--- config.mk ---
export PLATFORM = sky130hd
export DESIGN_NAME = seq_overlap_resolver_flat
export DESIGN_NICKNAME = d
export VERILOG_FILES = /design/src/rtl/seq_overlap_resolver_pkg.sv /design/src/rtl/seq_overlap_resolver_if.sv /design/src/rtl/seq_overlap_resolver_trim_calc.sv /design/src/rtl/seq_overlap_resolver.sv /design/src/flat_wrapper.sv
export SDC_FILE = /design/constraint.sdc
export NUM_CORES = 1
export LEC_CHECK = 0
export CORE_MARGIN = 2
export CORE_UTILIZATION = 25
export CTS_CLUSTER_DIAMETER = 120
export DETAILED_ROUTE_END_ITERATION = 16
export PLACE_DENSITY_LB_ADDON = 0.1
export SLEW_MARGIN = 20
export SYNTH_ARGS = -nofsm -noshare
export SYNTH_HDL_FRONTEND = slang
export SYNTH_HIERARCHICAL = 1
export SYNTH_SLANG_ARGS = --single-unit
--- constraint.sdc ---
create_clock -name clk -period 13.8 [get_ports clk]
set_clock_uncertainty 0.2 [all_clocks]
set_input_delay 2.76 -clock clk [delete_from_list [all_inputs] [get_ports clk]]
set_output_delay 2.76 -clock clk [all_outputs]
set_load 0.05 [all_outputs]
--- src/rtl/seq_overlap_resolver_pkg.sv ---
// seq_overlap_resolver_pkg: shared seq field widths, types and helpers.
// The field widths default to 16/16/16 bits unless the SEQ_*_BITS macros
// are defined before this file is compiled.

`ifndef SEQ_LL_BITS
`define SEQ_LL_BITS 16
`endif
`ifndef SEQ_ML_BITS
`define SEQ_ML_BITS 16
`endif
`ifndef SEQ_OFFSET_BITS
`define SEQ_OFFSET_BITS 16
`endif

package seq_overlap_resolver_pkg;

    localparam int unsigned LL_W  = `SEQ_LL_BITS;
    localparam int unsigned ML_W  = `SEQ_ML_BITS;
    localparam int unsigned OFF_W = `SEQ_OFFSET_BITS;

    localparam int unsigned MIN_MATCH_LEN_DEFAULT = 3;

    typedef logic [LL_W-1:0]  ll_t;
    typedef logic [ML_W-1:0]  ml_t;
    typedef logic [OFF_W-1:0] off_t;

    // One resolved seq as held in the output stage
    typedef struct packed {
        ll_t  ll;
        ml_t  ml;
        off_t offset;
        logic delim;
    } seq_t;

    function automatic ml_t ml_max(input ml_t a, input ml_t b);
        return (a > b) ? a : b;
    endfunction

endpackage

--- src/rtl/seq_overlap_resolver_if.sv ---
// seq_overlap_resolver_if: input and output seq streams of the resolver.
// slave is the resolver side, master is the upstream/downstream side.

interface seq_overlap_resolver_if;
    import seq_overlap_resolver_pkg::*;

    logic in_seq_valid;
    ll_t  in_seq_ll;
    ml_t  in_seq_ml;
    off_t in_seq_offset;
    logic in_seq_eoj;
    ml_t  in_seq_overlap_len;
    logic in_seq_delim;
    logic in_seq_ready;

    logic out_seq_valid;
    ll_t  out_seq_ll;
    ml_t  out_seq_ml;
    off_t out_seq_offset;
    logic out_seq_delim;
    logic out_seq_ready;

    modport slave (
        input  in_seq_valid,
        input  in_seq_ll,
        input  in_seq_ml,
        input  in_seq_offset,
        input  in_seq_eoj,
        input  in_seq_overlap_len,
        input  in_seq_delim,
        output in_seq_ready,
        output out_seq_valid,
        output out_seq_ll,
        output out_seq_ml,
        output out_seq_offset,
        output out_seq_delim,
        input  out_seq_ready
    );

    modport master (
        output in_seq_valid,
        output in_seq_ll,
        output in_seq_ml,
        output in_seq_offset,
        output in_seq_eoj,
        output in_seq_overlap_len,
        output in_seq_delim,
        input  in_seq_ready,
        input  out_seq_valid,
        input  out_seq_ll,
        input  out_seq_ml,
        input  out_seq_offset,
        input  out_seq_delim,
        output out_seq_ready
    );

endinterface

--- src/rtl/seq_overlap_resolver_trim_calc.sv ---
// seq_trim_calc: purely combinational trim of one seq against the carried
// overlap r and literal carry. All arithmetic runs in a widened type so
// every subtract is guarded by its compare and sums cannot wrap silently.

module seq_trim_calc
    import seq_overlap_resolver_pkg::*;
#(
    parameter int unsigned MIN_MATCH_LEN = MIN_MATCH_LEN_DEFAULT
)
(
    input  ml_t  r,
    input  ll_t  l,
    input  ml_t  m,
    input  ll_t  carry,
    output logic emit,
    output ll_t  ll_out,
    output ml_t  ml_out,
    output ml_t  new_r,
    output ll_t  new_carry,
    output ml_t  trimmed,
    output logic drop,
    output logic ll_ovf
);

    localparam int unsigned W = ((LL_W > ML_W) ? LL_W : ML_W) + 2;
    typedef logic [W-1:0] wide_t;

    wide_t r_w;
    wide_t l_w;
    wide_t m_w;
    wide_t c_w;
    wide_t lm_w;
    wide_t m_rem;
    wide_t sum;

    // Select one of the four coverage cases and build the trimmed seq
    always_comb begin
        r_w       = wide_t'(r);
        l_w       = wide_t'(l);
        m_w       = wide_t'(m);
        c_w       = wide_t'(carry);
        lm_w      = l_w + m_w;
        m_rem     = '0;
        sum       = '0;
        emit      = 1'b0;
        ml_out    = '0;
        new_r     = '0;
        new_carry = '0;
        trimmed   = '0;
        drop      = 1'b0;

        if (r_w == '0) begin
            emit   = 1'b1;
            sum    = l_w + c_w;
            ml_out = m;
        end else if (r_w <= l_w) begin
            emit    = 1'b1;
            sum     = l_w - r_w + c_w;
            ml_out  = m;
            trimmed = r;
        end else if (r_w < lm_w) begin
            m_rem   = m_w - (r_w - l_w);
            trimmed = r;
            if (m_rem >= wide_t'(MIN_MATCH_LEN)) begin
                emit   = 1'b1;
                sum    = c_w;
                ml_out = ml_t'(m_rem);
            end else begin
                sum       = c_w + m_rem;
                new_carry = ll_t'(sum);
            end
        end else begin
            new_r     = ml_t'(r_w - lm_w);
            new_carry = carry;
            trimmed   = ml_t'(lm_w);
            drop      = 1'b1;
            sum       = c_w;
        end

        ll_out = emit ? ll_t'(sum) : '0;
        ll_ovf = |sum[W-1:LL_W];
    end

endmodule

--- src/rtl/seq_overlap_resolver.sv ---
// seq_overlap_resolver: trims seqs already covered by the previous job's
// final match, folds short match remnants into literals and emits a clean
// seq stream through one registered output stage.
// Optional feature macro: SEQ_OVERLAP_STAT_EN adds the stat_* counters.

module seq_overlap_resolver
    import seq_overlap_resolver_pkg::*;
#(
    parameter int unsigned MIN_MATCH_LEN = MIN_MATCH_LEN_DEFAULT
`ifdef SEQ_OVERLAP_STAT_EN
    , parameter int unsigned STAT_CNT_WIDTH = 32
`endif
)
(
    input logic clk,
    input logic rst,
    seq_overlap_resolver_if.slave bus
`ifdef SEQ_OVERLAP_STAT_EN
    , output logic [STAT_CNT_WIDTH-1:0] stat_drop_cnt
    , output logic [STAT_CNT_WIDTH-1:0] stat_trim_bytes
`endif
);

    localparam logic [0:0] S_PASS = 1'b0;
    localparam logic [0:0] S_TRIM = 1'b1;

    ml_t        ovl_reg;
    ll_t        carry_reg;
    seq_t       out_reg;
    logic       out_valid;
    logic [0:0] mode;

    logic in_ready;
    logic accept;

    logic calc_emit;
    ll_t  calc_ll;
    ml_t  calc_ml;
    ml_t  calc_new_r;
    ll_t  calc_new_carry;
    ml_t  calc_trimmed;
    logic calc_drop;
    logic calc_ll_ovf;

    logic nxt_emit;
    ml_t  nxt_ovl;
    ll_t  nxt_carry;
    seq_t nxt_seq;

    assign mode     = (ovl_reg == '0) ? S_PASS : S_TRIM;
    assign in_ready = !out_valid || bus.out_seq_ready;
    assign accept   = bus.in_seq_valid && in_ready;

    assign bus.in_seq_ready   = in_ready;
    assign bus.out_seq_valid  = out_valid;
    assign bus.out_seq_ll     = out_reg.ll;
    assign bus.out_seq_ml     = out_reg.ml;
    assign bus.out_seq_offset = out_reg.offset;
    assign bus.out_seq_delim  = out_reg.delim;

    seq_trim_calc #(
        .MIN_MATCH_LEN (MIN_MATCH_LEN)
    ) u_trim_calc (
        .r         (ovl_reg),
        .l         (bus.in_seq_ll),
        .m         (bus.in_seq_ml),
        .carry     (carry_reg),
        .emit      (calc_emit),
        .ll_out    (calc_ll),
        .ml_out    (calc_ml),
        .new_r     (calc_new_r),
        .new_carry (calc_new_carry),
        .trimmed   (calc_trimmed),
        .drop      (calc_drop),
        .ll_ovf    (calc_ll_ovf)
    );

    // Apply the eoj overlap merge and the delim rules on top of the trim result;
    // a delim seq that the trim swallowed still leaves as a literal-only seq
    always_comb begin
        nxt_emit       = calc_emit;
        nxt_ovl        = (mode == S_TRIM) ? calc_new_r : '0;
        nxt_carry      = calc_new_carry;
        nxt_seq.ll     = calc_ll;
        nxt_seq.ml     = calc_ml;
        nxt_seq.offset = bus.in_seq_offset;
        nxt_seq.delim  = bus.in_seq_delim;

        if (bus.in_seq_eoj && !bus.in_seq_delim) begin
            nxt_ovl = ml_max(nxt_ovl, bus.in_seq_overlap_len);
        end

        if (bus.in_seq_delim) begin
            nxt_ovl   = '0;
            nxt_carry = '0;
            if (!calc_emit) begin
                nxt_emit       = 1'b1;
                nxt_seq.ll     = calc_new_carry;
                nxt_seq.ml     = '0;
                nxt_seq.offset = '0;
                nxt_seq.delim  = 1'b1;
            end
        end
    end

    // Overlap/carry state and the single output stage
    always_ff @(posedge clk) begin
        if (rst) begin
            ovl_reg   <= '0;
            carry_reg <= '0;
            out_valid <= 1'b0;
            out_reg   <= '0;
        end else begin
            if (accept) begin
                ovl_reg   <= nxt_ovl;
                carry_reg <= nxt_carry;
            end
            if (in_ready) begin
                out_valid <= accept && nxt_emit;
                if (accept && nxt_emit) begin
                    out_reg <= nxt_seq;
                end
            end
        end
    end

    // Literal length plus carry must fit the ll field
    always_ff @(posedge clk) begin
        if (!rst && accept) begin
            assert (!calc_ll_ovf);
        end
    end

`ifdef SEQ_OVERLAP_STAT_EN
    // Dropped-seq and trimmed-byte counters, wrapping at full width
    always_ff @(posedge clk) begin
        if (rst) begin
            stat_drop_cnt   <= '0;
            stat_trim_bytes <= '0;
        end else if (accept) begin
            if (calc_drop) begin
                stat_drop_cnt <= stat_drop_cnt + 1'b1;
            end
            if (mode == S_TRIM) begin
                stat_trim_bytes <= stat_trim_bytes + STAT_CNT_WIDTH'(calc_trimmed);
            end
        end
    end
`endif

endmodule

--- src/flat_wrapper.sv ---
// flat-port wrapper written by rule: the top's interface ports become plain ports
module seq_overlap_resolver_flat import seq_overlap_resolver_pkg::*;
#(
    parameter int unsigned MIN_MATCH_LEN = MIN_MATCH_LEN_DEFAULT

)
  (clk, rst, bus_in_seq_valid, bus_in_seq_ll, bus_in_seq_ml, bus_in_seq_offset, bus_in_seq_eoj, bus_in_seq_overlap_len, bus_in_seq_delim, bus_in_seq_ready, bus_out_seq_valid, bus_out_seq_ll, bus_out_seq_ml, bus_out_seq_offset, bus_out_seq_delim, bus_out_seq_ready);
  seq_overlap_resolver_if bus_i ();
  input logic clk;
  input logic rst;
  input wire logic [$bits(bus_i.in_seq_valid)-1:0] bus_in_seq_valid;
  input wire logic [$bits(bus_i.in_seq_ll)-1:0] bus_in_seq_ll;
  input wire logic [$bits(bus_i.in_seq_ml)-1:0] bus_in_seq_ml;
  input wire logic [$bits(bus_i.in_seq_offset)-1:0] bus_in_seq_offset;
  input wire logic [$bits(bus_i.in_seq_eoj)-1:0] bus_in_seq_eoj;
  input wire logic [$bits(bus_i.in_seq_overlap_len)-1:0] bus_in_seq_overlap_len;
  input wire logic [$bits(bus_i.in_seq_delim)-1:0] bus_in_seq_delim;
  output wire logic [$bits(bus_i.in_seq_ready)-1:0] bus_in_seq_ready;
  output wire logic [$bits(bus_i.out_seq_valid)-1:0] bus_out_seq_valid;
  output wire logic [$bits(bus_i.out_seq_ll)-1:0] bus_out_seq_ll;
  output wire logic [$bits(bus_i.out_seq_ml)-1:0] bus_out_seq_ml;
  output wire logic [$bits(bus_i.out_seq_offset)-1:0] bus_out_seq_offset;
  output wire logic [$bits(bus_i.out_seq_delim)-1:0] bus_out_seq_delim;
  input wire logic [$bits(bus_i.out_seq_ready)-1:0] bus_out_seq_ready;
  assign bus_i.in_seq_valid = bus_in_seq_valid;
  assign bus_i.in_seq_ll = bus_in_seq_ll;
  assign bus_i.in_seq_ml = bus_in_seq_ml;
  assign bus_i.in_seq_offset = bus_in_seq_offset;
  assign bus_i.in_seq_eoj = bus_in_seq_eoj;
  assign bus_i.in_seq_overlap_len = bus_in_seq_overlap_len;
  assign bus_i.in_seq_delim = bus_in_seq_delim;
  assign bus_in_seq_ready = bus_i.in_seq_ready;
  assign bus_out_seq_valid = bus_i.out_seq_valid;
  assign bus_out_seq_ll = bus_i.out_seq_ll;
  assign bus_out_seq_ml = bus_i.out_seq_ml;
  assign bus_out_seq_offset = bus_i.out_seq_offset;
  assign bus_out_seq_delim = bus_i.out_seq_delim;
  assign bus_i.out_seq_ready = bus_out_seq_ready;
  seq_overlap_resolver #(.MIN_MATCH_LEN(MIN_MATCH_LEN)) u_core (.clk(clk), .rst(rst), .bus(bus_i));
endmodule
==> impl_table.tex, run 1 <==
\begin{tabular}{lr}
\hline
Metric & Value \\
\hline
\multicolumn{2}{l}{\textbf{Run status}} \\
\quad Result of the run & finished clean \\
\multicolumn{2}{l}{\textbf{Floorplanning}} \\
\quad DIE AREA & 0.0434 mm² \\
\quad Floorplan die height & 208 µm \\
\quad Standard-cell row count & 74 \\
\quad Chip Width & 208 µm \\
\quad Initial Util & 0.255 \\
\quad I/O pin total & 121 \\
\quad Area of the placeable core & 0.0410 mm² \\
\multicolumn{2}{l}{\textbf{Timing}} \\
\quad Fmax & 98.0 MHz \\
\quad RSZ-0062 raised after global routing & no \\
\quad Final setup fails & 0 \\
\quad Worst hold-check slack & 0.272 ns \\
\quad Transition at the pin with the smallest max-transition slack & 0.999 ns \\
\quad Setup TNS & 0 ns \\
\quad Period Utilization, post-route & 0.740 \\
\quad Pins Over Slew Limit & 0 \\
\quad Time the final worst path needs with I/O delays and setup & 10.21 ns \\
\quad Final hold viol count & 0 \\
\quad Final Worst Setup Slack & 3.59 ns \\
\quad Max transition margin & 0.328 \\
\multicolumn{2}{l}{\textbf{Synthesis}} \\
\quad Synthesized instance count & 1405 \\
\quad Average cell area after synthesis & 7.43 µm² \\
\quad Post-Synthesis Cell Area & 0.0104 mm² \\
\quad Syn\_nets & 1627 \\
\quad Warnings from Yosys & 6 \\
\multicolumn{2}{l}{\textbf{Critical path}} \\
\quad Startpoint class of the critical path & primary input \\
\quad Data arrival time at the worst-slack endpoint & 10.27 ns \\
\quad Data required, critical path & 13.86 ns \\
\quad Crit path max fanout & 33 \\
\quad Path type of the worst setup path & primary input to flip-flop \\
\quad Endpoint class of the critical path & flip-flop \\
\multicolumn{2}{l}{\textbf{Route}} \\
\quad DRT antenna net count & 0 \\
\quad Total detailed-routing wirelength & 39400 µm \\
\quad Routed length per placed instance & 19.5 µm \\
\quad Routed via count divided by cell count & 5.17 \\
\quad Total iterations of the first detailed-routing run & 5 \\
\quad DRC violation count after routing & 0 \\
\quad Initial DRC Count & 775 \\
\quad Total number of vias & 10500 \\
\multicolumn{2}{l}{\textbf{Worst hold path}} \\
\quad Worst hold path class & flip-flop to flip-flop \\
\multicolumn{2}{l}{\textbf{Pwr}} \\
\quad Static leakage power & 0.00528 µW \\
\quad Worst VDD drop & 0.0410 mV \\
\quad Power density cells & 80.8 mW/mm² \\
\multicolumn{2}{l}{\textbf{Placed design}} \\
\quad Final RePlAce weighted congestion & 0.839 \\
\quad Half-perimeter wire length of the detailed placement result & 31500 µm \\
\quad Number of cells in the design after placement & 2007 \\
\quad Quantity of I/O buffers inserted on ports & 120 \\
\quad Pre-CTS WS & 3.18 ns \\
\multicolumn{2}{l}{\textbf{Global routing}} \\
\quad Overall routing resource usage & 0.181 \\
\quad Via count of the first global-routing pass & 10100 \\
\quad Overflow left after global routing & 0 \\
\quad Largest net degree at the start of global routing & 66 \\
\quad Initial antenna violation count & 0 \\
\quad Global-route wire length before repair & 60500 µm \\
\multicolumn{2}{l}{\textbf{Clock tree}} \\
\quad Root Buffer & clkbuf\_16 \\
\quad CTS sink count & 82 \\
\quad Clock network latency to the later pin of the worst-skew pair & 0.38 ns \\
\quad TritonCTS clock tree & yes \\
\quad TritonCTS buffer count & 9 \\
\quad Hold\_buf cts & 0 \\
\quad Clock Pin Slew Worst Setup and Hold Paths & 0.07 ns \\
\quad Number of gates resized after CTS & 0 \\
\quad \# Post-CTS Setup Buffers & 0 \\
\quad Clk buf depth & 2 \\
\quad H-tree Lvls & 3 \\
\multicolumn{2}{l}{\textbf{Layout}} \\
\quad Area growth syn-to-layout & 19.6\% \\
\quad Util after Layout & 0.304 \\
\quad Number of filler cells placed in the layout & 4486 \\
\quad Non-filler instance count after layout & 2023 \\
\quad Total Nets Final & 1708 \\
\quad Fraction of layout instances using a drive strength above 1 & 0.0396 \\
\quad Area occupied by multi-input gates & 0.00819 mm² \\
\quad Area used by sequential logic in the layout & 0.00164 mm² \\
\multicolumn{2}{l}{\textbf{Run}} \\
\quad \# Max-Cap Violations & 0 \\
\hline
\end{tabular}
[critical path, cell delays in order]
cell and delay [ns]:
clkdlybuf4s50_1 0.70, ha_1 0.30, a21o_1 0.18, a21oi_1 0.25
nor2b_1 0.12, o31ai_1 0.62, o21bai_1 0.11, a21oi_1 0.20
xnor2_1 0.09, ha_1 0.23, a21oi_1 0.22, or3b_2 0.47
o211ai_1 0.28, a211oi_1 0.12, a2111oi_1 0.51, nor2_2 0.05
buf_4 0.26, nand2_1 0.60, a31oi_1 0.11, nand2_1 0.11
inv_1 0.07, ha_1 0.31, nand4_2 0.16, nor3_1 0.07
a2111o_1 0.45, o31ai_4 0.35, a21oi_2 0.17, a221o_1 0.36
[worst paths after layout]
| kind | from | depth (start not counted) | to | slack (ns) |
|---|---|---|---|---|
| worst max-delay path | bus_in_seq_ll[1] | 28 | u_core/ovl_reg[2]$_SDFFE_PP0P_ | 3.59 |
| worst min-delay path | u_core/bus.out_seq_delim$_SDFFE_PP0P_ | 2 | u_core/bus.out_seq_delim$_SDFFE_PP0P_ | 0.27 |
| worst max register to register | u_core/ovl_reg[1]$_SDFFE_PP0P_ | 21 | u_core/bus.out_seq_ll[14]$_SDFFE_PP0P_ | 6.56 |
| worst min register to register | u_core/bus.out_seq_delim$_SDFFE_PP0P_ | 2 | u_core/bus.out_seq_delim$_SDFFE_PP0P_ | 0.27 |
[power breakdown]
group / internal, µW / leakage, µW / total, µW / switching, µW
sequential: 249 / 0.000671 / 257 / 8.49
combinational: 182 / 0.00446 / 478 / 296
clock: 159 / 0.000152 / 273 / 114
[layout by cell type (no fill, tap or decap), types with 14 or more instances in the layout]
cell,n
a211oi_1,26
a21o_1,26
a21oi_1,122
a22oi_1,43
and2_1,20
buf_4,14
clkdlybuf4s50_1,119
dfxtp_1,82
ha_1,144
inv_1,98
mux2i_1,17
nand2_1,119
nand2b_1,19
nand3_1,23
nor2_1,136
nor2b_1,17
nor3_1,37
nor3b_1,21
o21a_1,19
o21ai_0,71
o31ai_1,15
xnor2_1,50
xor2_1,44
[area by class of cell]
class / count / area share
Timing Repair Buffer: 134 / 0.104
Antenna cell: 1 / 0.000200
Multi-Input combinational cell: 1161 / 0.656
Tap cell: 532 / 0.0533
Sequential cell: 82 / 0.131
Clock buffer: 9 / 0.0180
Clock inverter: 6 / 0.00722
Inverter: 98 / 0.0295
[stage by stage]
stage | power [µW] | cell area [µm²]
2_1_floorplan | 581 | 10400
3_3_place_gp | 740 | 12200
3_5_place_dp | 737 | 12200
4_1_cts | 1020 | 12500
5_1_grt | 1070 | 12500
6_report | 1010 | 12500
[metal layers]
layer	vias up	GRT usage	wire (µm)
met5	-	0	0
met4	0	0.0546	783
met3	32	0.0175	1030
met2	197	0.296	17900
met1	4949	0.252	19700
li1	5272	-	-
(Power assumes the default switching activity.)
==> inputs of run 2 (changes only) <==
- clock period: 13.8 -> 10.4 ns (I/O delays scaled with it)
==> impl_table.tex, run 2 (synthesis gave the netlist of run 1 again) <==
\begin{tabular}{lr}
\hline
Metric & Value \\
\hline
\multicolumn{2}{l}{\textbf{Clock tree}} \\
\quad H-tree Lvls & 3 (unchanged) \\
\quad CTS sink count & 82 (unchanged) \\
\quad Clock network latency to the later pin of the worst-skew pair & 0.37 ns (about the same) \\
\quad \# Post-CTS Setup Buffers & 0 (unchanged) \\
\quad Root Buffer & clkbuf\_16 \\
\quad Clock Pin Slew Worst Setup and Hold Paths & 0.06 ns (about the same) \\
\quad Number of gates resized after CTS & 0 (unchanged) \\
\quad TritonCTS buffer count & 9 (unchanged) \\
\quad Hold\_buf cts & 0 (unchanged) \\
\quad TritonCTS clock tree & yes \\
\quad Clk buf depth & 2 (unchanged) \\
\multicolumn{2}{l}{\textbf{Layout}} \\
\quad Fraction of layout instances using a drive strength above 1 & 0.0415 (+0.00190) \\
\quad Count of antenna diodes in the layout & 0 (-1) \\
\quad Most common cell after layout, fill and taps aside & ha\_1 \\
\quad Non-filler instance count after layout & 2026 (+0.15\%) \\
\quad Number of filler cells placed in the layout & 4522 (+0.80\%) \\
\quad Total Nets Final & 1711 (+0.18\%) \\
\quad Area growth syn-to-layout & 19.7\% (about the same) \\
\quad Leading cell types in the layout, fill and taps excluded & ha\_1 (144), nor2\_1 (136), a21oi\_1 (122) \\
\multicolumn{2}{l}{\textbf{Pwr}} \\
\quad Static leakage power & 0.00529 µW (+0.11\%) \\
\quad Power density cells & 106 mW/mm² (+31\%) \\
\quad Worst VDD drop & 0.0699 mV (+71\%) \\
\multicolumn{2}{l}{\textbf{Timing}} \\
\quad Pins Over Slew Limit & 0 (unchanged) \\
\quad Time the final worst path needs with I/O delays and setup & 9.17 ns \\
\quad Final hold viol count & 0 (unchanged) \\
\quad Fmax & 109 MHz \\
\quad RSZ-0062 raised after global routing & no \\
\quad Period Utilization, post-route & 0.882 \\
\quad Final setup fails & 0 (unchanged) \\
\quad Transition at the pin with the smallest max-transition slack & 0.913 ns (-0.0868 ns) \\
\quad Setup TNS & 0 ns (unchanged) \\
\quad Final Worst Setup Slack & 1.23 ns (-2.36 ns) \\
\quad Max transition margin & 0.386 (+0.0584) \\
\multicolumn{2}{l}{\textbf{Placed design}} \\
\quad Quantity of I/O buffers inserted on ports & 120 (unchanged) \\
\quad Number of cells in the design after placement & 2010 (+0.15\%) \\
\quad Pre-CTS WS & 0.760 ns (-2.42 ns) \\
\quad Final RePlAce weighted congestion & 0.890 (+6.2\%) \\
\quad Half-perimeter wire length of the detailed placement result & 31900 µm (+1.3\%) \\
\multicolumn{2}{l}{\textbf{Route}} \\
\quad Total iterations of the first detailed-routing run & 5 (unchanged) \\
\quad DRT antenna net count & 0 (unchanged) \\
\quad Total number of vias & 10500 (+0.63\%) \\
\quad Initial DRC Count & 668 (-14\%) \\
\quad Total detailed-routing wirelength & 39700 µm (+0.71\%) \\
\quad DRC violation count after routing & 0 (unchanged) \\
\quad Routed length per placed instance & 19.6 µm (+0.56\%) \\
\quad Routed via count divided by cell count & 5.19 (+0.48\%) \\
\multicolumn{2}{l}{\textbf{Run}} \\
\quad \# Max-Cap Violations & 0 (unchanged) \\
\multicolumn{2}{l}{\textbf{Global routing}} \\
\quad Overflow left after global routing & 0 (unchanged) \\
\quad Global-route wire length before repair & 60500 µm (-0.11\%) \\
\quad Overall routing resource usage & 0.182 (+0.000795) \\
\quad Via count of the first global-routing pass & 10100 (-0.060\%) \\
\quad Largest net degree at the start of global routing & 59 (-11\%) \\
\quad Initial antenna violation count & 2 (+2) \\
\multicolumn{2}{l}{\textbf{Floorplanning}} \\
\quad Standard-cell row count & 74 (unchanged) \\
\quad Area of the placeable core & 0.0410 mm² (unchanged) \\
\quad Floorplan die height & 208 µm (unchanged) \\
\quad I/O pin total & 121 (unchanged) \\
\quad Initial Util & 0.255 (unchanged) \\
\quad Chip Width & 208 µm (unchanged) \\
\quad DIE AREA & 0.0434 mm² (unchanged) \\
\multicolumn{2}{l}{\textbf{Critical path}} \\
\quad Endpoint class of the critical path & flip-flop \\
\quad Path type of the worst setup path & primary input to flip-flop \\
\quad Total number of cells along the worst setup path & 27 (-3.6\%) \\
\quad Cell family with most CP delay & compound AO/OA/AOI/OAI gates \\
\quad Crit path max fanout & 16 (-52\%) \\
\quad Data required, critical path & 10.49 ns (-3.37 ns) \\
\quad Count of buffering cells on the critical path with inverters included & 2 (-1) \\
\quad Data arrival time at the worst-slack endpoint & 9.26 ns (-1.01 ns) \\
\quad Number of cells on the worst reg-to-reg path & 19 (-9.5\%) \\
\quad Startpoint class of the critical path & primary input \\
\quad Worst path slowest cell & clkdlybuf4s50\_1 \\
\quad Largest stage delay on the critical path & 0.72 ns (+0.02 ns) \\
\multicolumn{2}{l}{\textbf{Worst hold path}} \\
\quad Worst hold path class & flip-flop to flip-flop \\
\quad Worst Hold Depth & 2 (unchanged) \\
\multicolumn{2}{l}{\textbf{Run status}} \\
\quad Result of the run & finished clean \\
\hline
\end{tabular}
run 2: cell type report:
| class | count | area (µm²) | area share |
|---|---|---|---|
| well taps | 532 | 666 | 0.0533 |
| clock buffers | 12 | 256 | 0.0205 |
| clock inverters | 4 | 50.0 | 0.00400 |
| multi-input cells | 1161 | 8190 | 0.655 |
| flip-flops and latches | 82 | 1640 | 0.131 |
| repair buffers | 137 | 1320 | 0.106 |
| inverters | 98 | 368 | 0.0294 |
run 2: metrics by stage:
stage	cell area [µm²]	hold WS, ns	util	total power [µW]
2_1_floorplan	10400	0.325	-	771
6_report	12500	0.272	0.305	1320
5_1_grt	12500	0.320	0.305	1410
3_5_place_dp	12200	0.267	0.297	981
3_3_place_gp	12200	0.269	0.297	983
4_1_cts	12500	0.278	0.304	1340
run 2: report_power, final:
group / switching, µW / internal (µW) / leakage [µW]
Clock: 143 / 199 / 0.000145
Sequential: 11.0 / 330 / 0.000671
Combinational: 394 / 242 / 0.00447
Total: 548 / 771 / 0.00529
run 2: final timing paths:
path | startpoint | endpoint | slack (ns)
worst max register to register | u_core/ovl_reg[1]$_SDFFE_PP0P_ | u_core/bus.out_seq_ll[14]$_SDFFE_PP0P_ | 3.45
worst min-delay path | u_core/bus.out_seq_delim$_SDFFE_PP0P_ | u_core/bus.out_seq_delim$_SDFFE_PP0P_ | 0.27
worst min register to register | u_core/bus.out_seq_delim$_SDFFE_PP0P_ | u_core/bus.out_seq_delim$_SDFFE_PP0P_ | 0.27
worst max-delay path | bus_in_seq_ll[1] | u_core/ovl_reg[15]$_SDFFE_PP0P_ | 1.23
run 2: metal layers:
metal	vias up	global-route usage	wire, µm
met5	-	0	0
met4	0	0.0536	904
met3	33	0.0260	1550
met2	225	0.293	17800
met1	4990	0.251	19400
li1	5268	-	-
run 2: tightest hold or removal path, delay by kind of cell (launching register included):
family,cells,cell delay (ns)
AO/OA/AOI/OAI,1,0.06
AND/OR/NAND/NOR,1,0.06
flip-flops,1,0.31
